===== src/rtl/int_fp_converter_pipe_if.sv =====
// Valid/ready bundle between an integer producer, the int-to-float converter
// and its downstream consumer.
interface int_fp_converter_pipe_if #(
    parameter int unsigned INT_W = 16,
    parameter int unsigned EXP_W = 5,
    parameter int unsigned MAN_W = 10
);

    logic                   in_valid;
    logic                   in_ready;
    logic [INT_W-1:0]       in_int;
    logic                   in_rnd;
    logic                   out_valid;
    logic                   out_ready;
    logic [EXP_W+MAN_W:0]   out_fp;
    logic                   out_inexact;

    modport master (
        output in_valid,
        output in_int,
        output in_rnd,
        output out_ready,
        input  in_ready,
        input  out_valid,
        input  out_fp,
        input  out_inexact
    );

    modport slave (
        input  in_valid,
        input  in_int,
        input  in_rnd,
        input  out_ready,
        output in_ready,
        output out_valid,
        output out_fp,
        output out_inexact
    );

endinterface


===== src/rtl/int_fp_converter_pipe.sv =====
// Three-stage signed-integer to floating-point converter with RNE/truncate
// rounding and a globally stalled valid/ready pipeline.
module int_fp_converter_pipe #(
    parameter int unsigned INT_W = 16,
    parameter int unsigned EXP_W = 5,
    parameter int unsigned MAN_W = 10
) (
    input  logic                  clk,
    input  logic                  rst,
    int_fp_converter_pipe_if.slave bus
);

    localparam int unsigned BIAS  = (1 << (EXP_W - 1)) - 1;
    localparam int unsigned FP_W  = 1 + EXP_W + MAN_W;
    localparam int unsigned P_W   = $clog2(INT_W);
    localparam int unsigned EXT_W = INT_W + MAN_W + 1;

    // The largest exponent after a rounding carry must stay below all-ones.
    if (INT_W < 2 || INT_W > 32 || (INT_W - 1) + BIAS > (1 << EXP_W) - 2) begin : g_bad_params
        $error("int_fp_converter_pipe: INT_W/EXP_W combination can overflow the exponent");
    end

    logic adv;

    // S1 state
    logic              s1_valid;
    logic              s1_sign;
    logic              s1_rnd;
    logic [INT_W-1:0]  s1_mag;

    // S2 state
    logic              s2_valid;
    logic              s2_sign;
    logic              s2_rnd;
    logic              s2_zero;
    logic [EXP_W-1:0]  s2_exp;
    logic [INT_W-2:0]  s2_frac;

    // S3 / output state
    logic              out_valid_q;
    logic [FP_W-1:0]   out_fp_q;
    logic              out_inexact_q;

    // Combinational intermediates
    logic [INT_W-1:0]  mag_c;
    logic [P_W-1:0]    lead_pos_c;
    logic              lead_found_c;
    logic [P_W-1:0]    shamt_c;
    logic [INT_W-2:0]  frac_c;
    logic [EXP_W-1:0]  exp_c;
    logic [EXT_W-1:0]  ext_c;
    logic [MAN_W-1:0]  mant_c;
    logic              guard_c;
    logic              sticky_c;
    logic              inc_c;
    logic [MAN_W:0]    mant_sum_c;
    logic [EXP_W-1:0]  exp_rnd_c;
    logic [FP_W-1:0]   fp_c;
    logic              inexact_c;

    assign adv             = bus.out_ready || !out_valid_q;
    assign bus.in_ready    = adv;
    assign bus.out_valid   = out_valid_q;
    assign bus.out_fp      = out_fp_q;
    assign bus.out_inexact = out_inexact_q;

    // Unsigned negation keeps the most negative input representable.
    assign mag_c = bus.in_int[INT_W-1] ? (~bus.in_int) + INT_W'(1) : bus.in_int;

    always_ff @(posedge clk or posedge rst) begin
        if (rst) begin
            s1_valid <= 1'b0;
            s1_sign  <= 1'b0;
            s1_rnd   <= 1'b0;
            s1_mag   <= '0;
        end else if (adv) begin
            s1_valid <= bus.in_valid;
            s1_sign  <= bus.in_int[INT_W-1];
            s1_rnd   <= bus.in_rnd;
            s1_mag   <= mag_c;
        end
    end

    // Leading-one detect: the highest set bit wins because it is visited last.
    always_comb begin
        lead_pos_c   = '0;
        lead_found_c = 1'b0;
        for (int i = 0; i < int'(INT_W); i++) begin
            if (s1_mag[i]) begin
                lead_pos_c   = P_W'(i);
                lead_found_c = 1'b1;
            end
        end
    end

    assign shamt_c = P_W'(INT_W - 1) - lead_pos_c;
    assign frac_c  = (INT_W-1)'(s1_mag << shamt_c);
    assign exp_c   = EXP_W'(lead_pos_c) + EXP_W'(BIAS);

    always_ff @(posedge clk or posedge rst) begin
        if (rst) begin
            s2_valid <= 1'b0;
            s2_sign  <= 1'b0;
            s2_rnd   <= 1'b0;
            s2_zero  <= 1'b1;
            s2_exp   <= '0;
            s2_frac  <= '0;
        end else if (adv) begin
            s2_valid <= s1_valid;
            s2_sign  <= s1_sign;
            s2_rnd   <= s1_rnd;
            s2_zero  <= !lead_found_c;
            s2_exp   <= exp_c;
            s2_frac  <= frac_c;
        end
    end

    // Fraction is left-aligned with room for mantissa, guard and sticky bits.
    assign ext_c      = {s2_frac, (MAN_W+2)'(0)};
    assign mant_c     = ext_c[EXT_W-1 -: MAN_W];
    assign guard_c    = ext_c[INT_W];
    assign sticky_c   = |ext_c[INT_W-1:0];
    assign inc_c      = !s2_rnd && guard_c && (sticky_c || mant_c[0]);
    assign mant_sum_c = {1'b0, mant_c} + (MAN_W+1)'(inc_c);
    assign exp_rnd_c  = s2_exp + EXP_W'(mant_sum_c[MAN_W]);
    assign fp_c       = s2_zero ? '0 : {s2_sign, exp_rnd_c, mant_sum_c[MAN_W-1:0]};
    assign inexact_c  = guard_c || sticky_c;

    always_ff @(posedge clk or posedge rst) begin
        if (rst) begin
            out_valid_q   <= 1'b0;
            out_fp_q      <= '0;
            out_inexact_q <= 1'b0;
        end else if (adv) begin
            out_valid_q   <= s2_valid;
            out_fp_q      <= fp_c;
            out_inexact_q <= inexact_c;
        end
    end

endmodule

===== src/flat_wrapper.sv =====
// flat-port wrapper written by rule: the top's interface ports become plain ports
module int_fp_converter_pipe_flat 
#(
    parameter int unsigned INT_W = 16,
    parameter int unsigned EXP_W = 5,
    parameter int unsigned MAN_W = 10
)
  (clk, rst, bus_in_valid, bus_in_int, bus_in_rnd, bus_out_ready, bus_in_ready, bus_out_valid, bus_out_fp, bus_out_inexact);
  int_fp_converter_pipe_if #(.INT_W(INT_W), .EXP_W(EXP_W), .MAN_W(MAN_W)) bus_i ();
  input  logic clk;
  input  logic rst;
  input wire logic [$bits(bus_i.in_valid)-1:0] bus_in_valid;
  input wire logic [$bits(bus_i.in_int)-1:0] bus_in_int;
  input wire logic [$bits(bus_i.in_rnd)-1:0] bus_in_rnd;
  input wire logic [$bits(bus_i.out_ready)-1:0] bus_out_ready;
  output wire logic [$bits(bus_i.in_ready)-1:0] bus_in_ready;
  output wire logic [$bits(bus_i.out_valid)-1:0] bus_out_valid;
  output wire logic [$bits(bus_i.out_fp)-1:0] bus_out_fp;
  output wire logic [$bits(bus_i.out_inexact)-1:0] bus_out_inexact;
  assign bus_i.in_valid = bus_in_valid;
  assign bus_i.in_int = bus_in_int;
  assign bus_i.in_rnd = bus_in_rnd;
  assign bus_i.out_ready = bus_out_ready;
  assign bus_in_ready = bus_i.in_ready;
  assign bus_out_valid = bus_i.out_valid;
  assign bus_out_fp = bus_i.out_fp;
  assign bus_out_inexact = bus_i.out_inexact;
  int_fp_converter_pipe #(.INT_W(INT_W), .EXP_W(EXP_W), .MAN_W(MAN_W)) u_core (.clk(clk), .rst(rst), .bus(bus_i));
endmodule

===== config.mk =====
export PLATFORM = sky130hd
export DESIGN_NAME = int_fp_converter_pipe_flat
export DESIGN_NICKNAME = d
export VERILOG_FILES = /design/src/rtl/int_fp_converter_pipe_if.sv /design/src/rtl/int_fp_converter_pipe.sv /design/src/flat_wrapper.sv
export SDC_FILE = /design/constraint.sdc
export NUM_CORES = 1
export LEC_CHECK = 0
export BUFFER_PORTS_ARGS = -buffer_cell sky130_fd_sc_hd__buf_4
export CAP_MARGIN = 15
export CORE_ASPECT_RATIO = 1.25
export CORE_UTILIZATION = 35
export DETAILED_ROUTE_END_ITERATION = 16
export SLEW_MARGIN = 20
export SYNTH_ARGS = -nofsm -noshare
export SYNTH_HDL_FRONTEND = slang
export SYNTH_SLANG_ARGS = --single-unit

===== constraint.sdc =====
create_clock -name clk -period 2.8 [get_ports clk]
set_clock_uncertainty 0.15 [all_clocks]
set_input_delay 0 -clock clk [delete_from_list [all_inputs] [get_ports clk]]
set_output_delay 0 -clock clk [all_outputs]
set_load 0.05 [all_outputs]

## Yosys cells after proc, flatten, opt, wreduce, memory -nomap -nowiden

Cells that the tools add are included.

- Bitwise operators: 1
- Add/sub/neg operators: 5
- Shifts and indexed selects: 1
- Reduce and logical (&&, ||, !) cells: 9
- Mux-type cells: 33

Operator list:

| cell | count |
|---|---|
| $mux 16 | 2 |
| $mux 4 | 8 |
| $mux 1 | 17 |
| $add 16x1->16 const B | 1 |
| $not 16->16 | 1 |
| $shl 16x4->15 | 1 |
| $mux 3 | 4 |
| $add 10x1->11 | 1 |
| $add 4x4->5 const B | 1 |
| $add 5x1->5 | 1 |
| $mux 2 | 2 |
| $reduce_or 4->1 | 1 |
| $sub 4x4->4 const A | 1 |
| $logic_not 1->1 | 3 |
| $logic_or 1x1->1 | 3 |
| $logic_and 1x1->1 | 2 |

- Register bits after elaboration: 61
- Input port bits: 21

## Longest topological paths before layout

Gate-level depths: netlist (run 1).

- Depth after elaboration: 17
- Mapped depth: 11
- Gate-level depth less buffers: 11

## Least setup slack after synthesis (run 1)

No wires, ideal clock.

- Kind: reg2reg
- Start point: register u_core.s2_frac[0]
- End point: register u_core.out_fp_q[14] (netlist: u_core.bus.out_fp[14])
- Stages on the path, launching flop included: 12
- Required time: 2.529 ns
- Library setup time: 0.121 ns
- Path slack: 0.279 ns
- Arrival time: 2.250 ns
- Cell sequence: dfrtp_1 > nor4_1 > a21oi_1 > ha_1 > ha_1 > and3_1 > and3_1 > ha_1 > ha_1 > nand3_1 > xnor2_1 > a22o_1

- Cells in the longest elaborated chain, start to end: 6

RTL lines:

| item | line | source |
|---|---|---|
| start, declared | int_fp_converter_pipe.sv:37 | `logic [INT_W-2:0] s2_frac;` |
| start signal, assigned | int_fp_converter_pipe.sv:114 | `s2_frac <= frac_c;` |
| $reduce_or 4->1 | int_fp_converter_pipe.sv:122 | `assign sticky_c = \|ext_c[INT_W-1:0];` |
| $logic_or 1x1->1 | int_fp_converter_pipe.sv:123 | `assign inc_c = !s2_rnd && guard_c && (sticky_c \|\| mant_c[0]);` |
| $logic_and 1x1->1 | int_fp_converter_pipe.sv:123 |  |
| $add 10x1->11 | int_fp_converter_pipe.sv:124 | `assign mant_sum_c = {1'b0, mant_c} + (MAN_W+1)'(inc_c);` |
| $add 5x1->5 | int_fp_converter_pipe.sv:125 | `assign exp_rnd_c = s2_exp + EXP_W'(mant_sum_c[MAN_W]);` |
| $mux 16 | int_fp_converter_pipe.sv:126 | `assign fp_c = s2_zero ? '0 : {s2_sign, exp_rnd_c, mant_sum_c[MAN_W-1:0]};` |
| end signal, assigned | int_fp_converter_pipe.sv:136 | `out_fp_q <= fp_c;` |
| end, declared | int_fp_converter_pipe.sv:41 | `logic [FP_W-1:0] out_fp_q;` |

Every way passes these cells.
A chain may end at the register's enable or synchronous reset.

## Worst setup path in the final report (run 1)

- Start point: input bus_in_int[4]
- End point: register u_core.s1_mag[14]

- Cells in the longest elaborated chain, start to end: 3

RTL lines:

| item | line | source |
|---|---|---|
| start, declared | flat_wrapper.sv:13 | `input wire logic [$bits(bus_i.in_int)-1:0] bus_in_int;` |
| $not 16->16 | int_fp_converter_pipe.sv:68 | `assign mag_c = bus.in_int[INT_W-1] ? (~bus.in_int) + INT_W'(1) : bus.in_int;` |
| $add 16x1->16 | int_fp_converter_pipe.sv:68 |  |
| $mux 16 | int_fp_converter_pipe.sv:68 |  |
| end signal, assigned | int_fp_converter_pipe.sv:80 | `s1_mag <= mag_c;` |
| end, declared | int_fp_converter_pipe.sv:29 | `logic [INT_W-1:0] s1_mag;` |

Every way passes these cells.

==> flow_summary.json, run 1 <==
{
  "port-buffer-count": 39,
  "hpwl_microns": 7120,
  "clockBufferDepth": 2,
  "die_x_microns": 96.6,
  "cts_root_buf": "clkbuf_16",
  "worstSkewPairLatency_ns": 0.33,
  "cp.required_ns": 2.85,
  "rows": 42,
  "cap_violations": 0,
  "syn_inst": 436,
  "synthFlopType": "dfrtp_1",
  "grt_pass1_wl_microns": 16500,
  "coreArea_sq_mm": 0.0107,
  "yosysUniqueCellTypes": 75,
  "grt_overflow": 0,
  "syn-mean-instance-area_sq_um": 8.98,
  "antenna_found_initial": 0,
  "status": "finished clean",
  "post-route-util": 0.463,
  "yosysTopAreaCellShare": 0.384,
  "r2r_cells": 6,
  "placed_cells_incl_taps": 591,
  "use_met3": 0.0434,
  "worst_pin_slew_ns": 0.702,
  "grt_util_met1": 0.221,
  "drt.antenna.violating_nets": 0,
  "clock-sinks": 61,
  "drive_above_1_share": 0.201,
  "crit_path_end_kind": "flip-flop",
  "reg2reg_from": "u_core.s1_mag[11]",
  "vias": 3420,
  "worst_hold_slack_ns": 0.156,
  "max-vdd-ir-drop_mv": 0.327,
  "drc_errors": 0,
  "antenna_cells": 0,
  "syn_nets": 463,
  "synth_async_sr_flop_share": 1.00,
  "cp_max_fo": 4,
  "synth_enable_flop_cells": 0,
  "grt_max_degree": 62,
  "relSlewSlack": 0.531,
  "h-tree-depth": 3,
  "reg2reg_to": "u_core.s2_frac[13]",
  "drt_iter0_drc": 163,
  "die_area_sq_mm": 0.0116,
  "final.fill_count": 1078,
  "synth_warnings": 0,
  "synthToLayoutAreaGrowth_pct": 26.8,
  "fmax_ghz": 0.382,
  "wl_per_cell_microns": 15.4,
  "initial_core_util": 0.365,
  "setup_viol": 0,
  "synth_seq_cells": 61,
  "cts_tree": "done",
  "hold_class": "input pin to async pin",
  "grt_util_met2": 0.319,
  "synth_area_leader_cell": "dfrtp_1",
  "design_power_total_mw": 5.18,
  "chipHeight_microns": 120,
  "path_clk_slew_ns": 0.05,
  "drv_slew": 0,
  "finalHoldViolations": 0,
  "ys_seq_area_frac": 0.390,
  "finalCritPeriodShare": 0.935,
  "io_pins": 40,
  "grt_util_all_layers": 0.185,
  "synth_area_leaders": "dfrtp_1 (38%), nand2_1 (7.2%), o21ai_0 (3.6%)",
  "period_minus_slack_ns": 2.62,
  "routabilityCongestion": 0.901,
  "grt_pass1_vias": 3405,
  "startpoint_type": "input pin",
  "rsz0062_at_grt": "no",
  "powerDensity_mw_per_mm2": 1040,
  "p_leak_nw": 2.15,
  "first_pass_iters": 4,
  "grt-busiest-layer": "met2",
  "final_cells": 640,
  "netlist_area_sq_mm": 0.00392,
  "routed_wirelength_microns": 9880,
  "setup_tns_ns": 0,
  "drt-vias-per-instance": 5.34,
  "critical_path_class": "input pin to flip-flop",
  "ff2ff_setup_slack_ns": 0.23,
  "arrival_ns": 2.66,
  "numCtsBuffers": 9,
  "fin_nets": 530
}
[cells in the mapped netlist (4+ instances only)]
library cell	count
a22o_1	11
nand3b_1	6
a21oi_1	20
inv_1	15
mux2i_1	5
nor2b_1	5
o21ai_0	28
o41ai_1	4
buf_6	7
xor2_1	15
o31ai_1	4
nor2_1	26
clkbuf_1	11
dfrtp_1	60
nand2_1	75
nand3_1	17
buf_2	5
xnor2_1	11
ha_1	6
o21ai_1	9
a211oi_1	7
and3_1	4
[power by group]
group	leakage (nW)	internal (mW)	switching (mW)
clock network	0.147	0.778	0.385
logic	1.28	0.949	1.50
registers	0.723	1.22	0.352
total	2.15	2.94	2.23
[layout by cell type (no fill, tap or decap), types with 3 or more instances in the layout]
| cell | count |
|---|---|
| nor2b_1 | 4 |
| and3_1 | 4 |
| o211a_1 | 3 |
| nand2_1 | 75 |
| buf_4 | 54 |
| a211oi_1 | 7 |
| clkbuf_1 | 3 |
| nor3_1 | 3 |
| nand2b_1 | 3 |
| a22oi_1 | 3 |
| o31ai_1 | 4 |
| dlygate4sd3_1 | 30 |
| nor2_2 | 3 |
| o41ai_1 | 4 |
| nand3b_1 | 6 |
| o21ai_0 | 28 |
| a31oi_1 | 3 |
| a21oi_1 | 20 |
| o31ai_2 | 3 |
| xnor2_1 | 11 |
| nor4_2 | 3 |
| mux2i_1 | 5 |
| a22o_1 | 11 |
| or4_1 | 3 |
| inv_1 | 14 |
| dfrtp_1 | 60 |
| ha_1 | 6 |
| clkbuf_16 | 9 |
| nand3_1 | 16 |
| o21ai_1 | 9 |
| nor2_1 | 26 |
| xor2_1 | 15 |
| o22ai_1 | 3 |
[worst max path at each step]
stage | startpoint | end
after floorplan | u_core.s2_frac[0] | u_core.bus.out_fp[14]
after global placement | u_core.s2_frac[0] | u_core.bus.out_fp[14]
after detailed placement | u_core.s2_frac[0] | u_core.bus.out_fp[14]
after CTS | u_core.bus.out_valid | u_core.s1_mag[15]
after global routing | bus_in_int[4] | u_core.s1_mag[14]
final | bus_in_int[4] | u_core.s1_mag[14]
[critical path: stages]
cell	delay [ns]
dlygate4sd3_1	0.54
buf_4	0.15
or4_4	0.57
nor4_4	0.19
nand2_1	0.17
o31ai_1	0.29
xor2_1	0.15
dlygate4sd3_1	0.55
o21ai_1	0.05
[final cells by class]
class / count / area (sq um) / area share
multi-input combinational: 329 / 2170 / 0.437
clock inverter: 4 / 72.6 / 0.0146
timing repair buffer: 85 / 726 / 0.146
clock buffer: 12 / 236 / 0.0476
inverter: 17 / 66.3 / 0.0134
tap: 132 / 165 / 0.0333
sequential: 61 / 1530 / 0.308
[state kept, by name, indices dropped and copies added (netlist names)]
register                cells
u_core.s1_valid             1
u_core.s1_rnd               1
u_core.s2_valid             1
u_core.s2_frac             15
u_core.s2_zero              1
u_core.s1_sign              1
u_core.bus.out_valid        1
u_core.s2_exp               5
u_core.s2_sign              1
u_core.s1_mag              16
u_core.bus.out_inexact      1
u_core.s2_rnd               1
u_core.bus.out_fp          16
[per-layer routing]
| layer | part of all wire | vias to the layer above |
|---|---|---|
| met5 | 0 | - |
| met4 | 0.027 | 0 |
| met3 | 0.040 | 20 |
| met2 | 0.51 | 97 |
| met1 | 0.42 | 1596 |
| li1 | - | 1707 |
[repair_timing]
| item | CTS | global route |
|---|---|---|
| hold endpoints to repair | 93 | 0 |
| gates resized for setup | 0 | 3 |
| setup endpoints to repair | 0 | 6 |
| setup buffers | 0 | 3 |
| hold buffers | 30 | 0 |
[through the flow]
step	setup slack, ns	cell area (sq um)
2_1_floorplan	0.279	3920
3_3_place_gp	0.186	4310
3_5_place_dp	0.140	4310
4_1_cts	0.0470	4920
5_1_grt	0.0167	4960
6_report	0.182	4960
[kinds of logic after synthesis]
logic type	share of synthesized area
AO/OA/AOI/OAI	0.241
XOR/XNOR	0.0582
adder cells (fa/ha/maj)	0.0192
buffers and inverters	0.0626
flip-flops	0.390
multiplexers	0.0195
AND/OR/NAND/NOR	0.210
Power figures use the tool's default switching activity.
==> run 2, diff against run 1 <==
--- a/config.mk
+++ b/config.mk
@@ -8,5 +8,5 @@
 export BUFFER_PORTS_ARGS = -buffer_cell sky130_fd_sc_hd__buf_4
 export CAP_MARGIN = 15
-export CORE_ASPECT_RATIO = 1.25
+export CORE_ASPECT_RATIO = 0.6
 export CORE_UTILIZATION = 35
 export DETAILED_ROUTE_END_ITERATION = 16
--- a/constraint.sdc
+++ b/constraint.sdc
@@ -3,3 +3,3 @@
 set_input_delay 0 -clock clk [delete_from_list [all_inputs] [get_ports clk]]
 set_output_delay 0 -clock clk [all_outputs]
-set_load 0.05 [all_outputs]
+set_load 0.1 [all_outputs]
==> run 2 against run 1 <==
Net effect:
- the flow now finishes with violations (DRC)
- final area rose by 0.76%
- sequential power is essentially flat
- final cell count up 1.9%
- hold slack lost 0.030 ns
- sequential share of layout area is 0.23 points lower
- combinational power is 26% higher
- first-iteration DRC count grew to 2.7 times the previous value
- global-route usage up 1.5 points
- largest cell class unchanged
==> flow_summary.json, run 2 (synthesized netlist as in run 1, its figures left out) <==
{
  "cp_common_cell": "dlygate4sd3_1",
  "critical_path_class": "input pin to flip-flop",
  "finalCritPeriodShare": 0.933,
  "hpwl_microns": 7970,
  "ff2ff_setup_slack_ns": 0.20,
  "register_area_sq_mm": 0.00153,
  "grt_pass1_vias": 3298,
  "coreArea_sq_mm": 0.0107,
  "finalHoldViolations": 0,
  "clock-sinks": 61,
  "powerDensity_mw_per_mm2": 1160,
  "chipHeight_microns": 83.9,
  "drc_errors": 8,
  "cts_root_buf": "clkbuf_16",
  "drt.antenna.violating_nets": 0,
  "worstSkewPairLatency_ns": 0.34,
  "synthToLayoutAreaGrowth_pct": 27.7,
  "cts_tree": "done",
  "final_common_cell": "nand2_1",
  "setup_tns_ns": 0,
  "cp_max_fo": 3,
  "drive_above_1_share": 0.213,
  "violations": "DRC",
  "drt-vias-per-instance": 5.54,
  "grt_pass1_wl_microns": 17900,
  "cp_slowest_cell": "dlygate4sd3_1",
  "max_stage_delay_ns": 0.57,
  "placed_cells_incl_taps": 605,
  "grt_overflow": 0,
  "wl_per_cell_microns": 17.2,
  "cap_violations": 0,
  "setup_viol": 0,
  "rows": 29,
  "layout_common_cells": "nand2_1 (75), dfrtp_1 (60), buf_4 (58), dlygate4sd3_1 (30), o21ai_0 (28)",
  "worst_pin_slew_ns": 0.729,
  "routed_wirelength_microns": 11200,
  "routabilityCongestion": 0.879,
  "hold_class": "input pin to async pin",
  "r2r_cells": 11,
  "numCtsBuffers": 9,
  "period_minus_slack_ns": 2.61,
  "cp.required_ns": 2.93,
  "port-buffer-count": 39,
  "p_leak_nw": 2.16,
  "relSlewSlack": 0.512,
  "fin_nets": 534,
  "drt_iter0_drc": 440,
  "status": "finished with violations",
  "post-route-util": 0.466,
  "reg2reg_to": "u_core.bus.out_fp[14]",
  "final_cells": 652,
  "die_area_sq_mm": 0.0116,
  "io_pins": 40,
  "grt_max_degree": 69,
  "postCtsSetupBuffers": 0,
  "first_pass_iters": 12,
  "grt_util_all_layers": 0.200,
  "path_clk_slew_ns": 0.06,
  "rsz0062_at_grt": "no",
  "crit_path_end_kind": "flip-flop",
  "arrival_ns": 2.74,
  "startpoint_type": "input pin",
  "antenna_found_initial": 0,
  "initial_core_util": 0.365,
  "h-tree-depth": 3,
  "fmax_ghz": 0.383,
  "final.fill_count": 1034,
  "clockBufferDepth": 2,
  "drv_slew": 0,
  "max-vdd-ir-drop_mv": 0.465,
  "path_cells": "dlygate4sd3_1, buf_4, or4_1, nor2_1, nand4b_1, dlygate4sd3_1, o21ai_0, dlygate4sd3_1",
  "vias": 3615,
  "die_x_microns": 139,
  "reg2reg_from": "u_core.s2_frac[0]",
  "multi_input_area_sq_mm": 0.00217
}
[run 2: repair_timing]
item                                    CTS  global route
hold endpoints to repair                 82             0
endpoints found under the setup margin    0             4
hold buffers                             30             0
resized for setup                         0             3
[run 2: area by class of cell]
| cell class | instances | area share |
|---|---|---|
| Multi-Input combinational cell | 329 | 0.434 |
| Sequential cell | 61 | 0.305 |
| Timing Repair Buffer | 89 | 0.151 |
| Clock buffer | 9 | 0.0450 |
| Tap cell | 139 | 0.0348 |
| Clock inverter | 7 | 0.0160 |
| Inverter | 17 | 0.0133 |
| Antenna cell | 1 | 0.000500 |
[run 2: how the worst max path moves through the flow]
stage,slack [ns],end,start
floorplan,0.22,u_core.s1_rnd,u_core.bus.out_valid
global placement,0.16,u_core.bus.out_fp[14],u_core.s2_frac[0]
detailed placement,0.11,u_core.bus.out_fp[14],u_core.s2_frac[0]
CTS,0.11,u_core.bus.out_fp[14],u_core.s2_frac[0]
global route,0.04,u_core.bus.out_fp[14],u_core.s2_frac[0]
finish,0.19,u_core.s1_mag[15],bus_in_int[12]
[run 2: critical path, delay by kind of cell]
family                 cells  cell delay, ns
AOI/OAI and AO/OA          1            0.13
buffers and inverters      4            1.83
and+or+nand+nor            3            0.78
[run 2: power by group]
| part | leakage (nW) | internal (mW) | switching (mW) |
|---|---|---|---|
| Sequential | 0.723 | 1.21 | 0.342 |
| Combinational | 1.29 | 0.986 | 2.09 |
| Clock | 0.143 | 0.701 | 0.460 |
| Total | 2.16 | 2.90 | 2.89 |
[run 2: stage by stage]
stage | worst slack (ns) | cell area (sq um) | hold WS (ns) | total power, mW
5_1_grt | 0.0355 | 5000 | 0.164 | 6.08
3_5_place_dp | 0.111 | 4370 | -0.0488 | 4.55
4_1_cts | 0.106 | 4980 | 0.145 | 5.76
3_3_place_gp | 0.161 | 4370 | -0.0578 | 4.53
6_report | 0.186 | 5000 | 0.126 | 5.79
2_1_floorplan | 0.216 | 3920 | -0.0375 | 3.81
[run 2: metal layers]
metal | global-route usage | wire [microns]
met1 | 0.312 | 5720
met2 | 0.264 | 4420
met3 | 0.0534 | 922
met4 | 0.0511 | 152
met5 | 0 | 0
==> run 3, diff against run 2 <==
--- a/config.mk
+++ b/config.mk
@@ -8,5 +8,5 @@
 export BUFFER_PORTS_ARGS = -buffer_cell sky130_fd_sc_hd__buf_4
 export CAP_MARGIN = 15
-export CORE_ASPECT_RATIO = 0.6
+export CORE_ASPECT_RATIO = 2
 export CORE_UTILIZATION = 35
 export DETAILED_ROUTE_END_ITERATION = 16
==> constraint.sdc (replaced) <==
create_clock -name clk -period 2.8 [get_ports clk]
set_clock_uncertainty 0.15 [all_clocks]
set_input_delay 0.28 -clock clk [delete_from_list [all_inputs] [get_ports clk]]
set_output_delay 0.28 -clock clk [all_outputs]
set_load 0.1 [all_outputs]
==> run 3 against run 2 <==
Net effect:
- the run now ends clean
- fmax fell by 2.0%
- largest power group unchanged
- power fell by 2.8%
- die area barely moved
- core utilization fell by 3.7 points
- critical path type is now flip-flop to flip-flop
- sequential share of layout area rose by 2.2 points
- count of clock-buffer cells in the layout did not move
- highest routed layer unchanged
- global-route usage rose by 0.51 points
- sequential cell count did not move
==> flow_summary.json, run 3 (synthesized netlist as in run 1, its figures left out) <==
{
  "placed_cells_incl_taps": 600,
  "crit_path_end_kind": "flip-flop",
  "relSlewSlack": 0.527,
  "cp_max_fo": 11,
  "layout_common_cells": "nand2_1 (75), dfrtp_1 (60), buf_4 (52), o21ai_0 (28), nor2_1 (26)",
  "first_pass_iters": 5,
  "path_clk_slew_ns": 0.05,
  "die_x_microns": 76.8,
  "critical_path_class": "flip-flop to flip-flop",
  "io_pins": 40,
  "final_common_cell": "nand2_1",
  "drc_errors": 0,
  "rsz0062_at_grt": "no",
  "cp.required_ns": 2.90,
  "fmax_ghz": 0.375,
  "max_stage_delay_ns": 0.54,
  "grt_util_all_layers": 0.205,
  "arrival_ns": 2.77,
  "wl_per_cell_microns": 17.4,
  "worst_pin_slew_ns": 0.707,
  "powerDensity_mw_per_mm2": 1210,
  "period_minus_slack_ns": 2.67,
  "worstSkewPairLatency_ns": 0.33,
  "grt_max_degree": 71,
  "placed_cell_area_sq_mm": 0.00433,
  "cts_tree": "done",
  "p_sw_mw": 2.80,
  "p_int_mw": 2.83,
  "setup_viol": 0,
  "hold_class": "input pin to flip-flop",
  "p_leak_nw": 2.01,
  "h-tree-depth": 3,
  "final_cells": 618,
  "grt_overflow": 0,
  "drt.antenna.violating_nets": 0,
  "clock-sinks": 61,
  "combPwrFrac": 0.526,
  "cap_violations": 0,
  "cts_root_buf": "clkbuf_16",
  "vias": 3366,
  "pwr-share-clk": 0.195,
  "routed_wirelength_microns": 10800,
  "status": "finished clean",
  "rows": 54,
  "routabilityCongestion": 0.917,
  "startpoint_type": "flip-flop",
  "port-buffer-count": 39,
  "swShare": 0.497,
  "timing.final.ws_setup_ns": 0.132,
  "drive_above_1_share": 0.215,
  "antenna_found_initial": 0,
  "setup_tns_ns": 0,
  "final.fill_count": 1075,
  "numCtsBuffers": 9,
  "drt_iter0_drc": 192,
  "drv_slew": 0,
  "drt-vias-per-instance": 5.45,
  "fin_area_sq_mm": 0.00466,
  "grt_pass1_vias": 3472,
  "max-vdd-ir-drop_mv": 0.565,
  "finalCritPeriodShare": 0.953,
  "cp_slowest_cell": "dfrtp_1",
  "path_cells": "nor2_4, o21ai_4, o41ai_1, mux2i_1, buf_4, o21ai_0, a2bb2oi_1",
  "worst_hold_slack_ns": 0.00672,
  "chipHeight_microns": 152,
  "grt_pass1_wl_microns": 18100,
  "die_area_sq_mm": 0.0116,
  "coreArea_sq_mm": 0.0109,
  "synthToLayoutAreaGrowth_pct": 19.1,
  "initial_core_util": 0.360,
  "antenna_cells": 0,
  "finalHoldViolations": 0,
  "hpwl_microns": 8400,
  "dp_slack_ns": 0.137,
  "clockBufferDepth": 2,
  "fin_nets": 500,
  "postCtsSetupBuffers": 0,
  "seqPwrFrac": 0.279
}
## run 3: area by class of cell
cell class	instances	area (sq um)	area share
multi-input cells	329	2160	0.464
inverters	17	66.3	0.0142
repair buffers	55	430	0.0923
clock inverters	7	75.1	0.0161
flip-flops and latches	61	1530	0.328
well taps	140	175	0.0376
clock buffers	9	225	0.0483
## run 3: power groups by stage
stage / Sequential, mW / Combinational (mW) / Clock (mW)
after floorplan: 2.31 / 1.51 / 0
after global placement: 1.57 / 2.94 / 0
after detailed placement: 1.58 / 2.95 / 0
after CTS: 1.57 / 2.96 / 1.13
after global routing: 1.63 / 3.16 / 1.16
final: 1.57 / 2.96 / 1.10
## run 3: final timing paths
path | startpoint | slack (ns) | cells past startpoint | endpoint
setup reg to reg | u_core.s1_mag[12] | 0.13 | 7 | u_core.s2_frac[5]
max in group asynchronous | rst | 1.39 | 4 | u_core.s2_zero
min in group asynchronous | rst | 0.45 | 3 | u_core.s1_sign
hold reg to reg | u_core.s2_valid | 0.31 | 1 | u_core.bus.out_valid
hold / removal | bus_in_valid | 0.007 | 3 | u_core.s1_valid
setup / recovery | u_core.s1_mag[12] | 0.13 | 7 | u_core.s2_frac[5]
## run 3: timing repair
action / 4_1_cts / 5_1_grt
gates resized for setup: 0 / 3
hold endpoints to repair: 30 / 0
hold buffers: 2 / 0
endpoints found under the setup margin: 0 / 3
## run 3: layer usage
| metal | GRT usage | part of all wire | up-vias | routed length (microns) |
|---|---|---|---|---|
| met2 | 0.400 | 0.56 | 107 | 6050 |
| met4 | 0.150 | 0.069 | 0 | 740 |
| li1 | - | - | 1638 | - |
| met3 | 0.0329 | 0.030 | 39 | 325 |
| met5 | 0 | 0 | - | 0 |
| met1 | 0.189 | 0.34 | 1582 | 3660 |
## run 3: per-stage QoR
stage               total power [mW]   util
floorplan                       3.81      -
global placement                4.51  0.398
detailed placement              4.53  0.398
CTS                             5.65  0.427
global route                    5.95  0.429
finish                          5.63  0.429
## run 3: critical path, delay by kind of cell, from the launching register on
| kind | cells | cell delay [ns] |
|---|---|---|
| buffers and inverters | 1 | 0.18 |
| and+or+nand+nor | 1 | 0.31 |
| AOI/OAI and AO/OA | 4 | 1.21 |
| DFF | 1 | 0.54 |
| muxes | 1 | 0.20 |
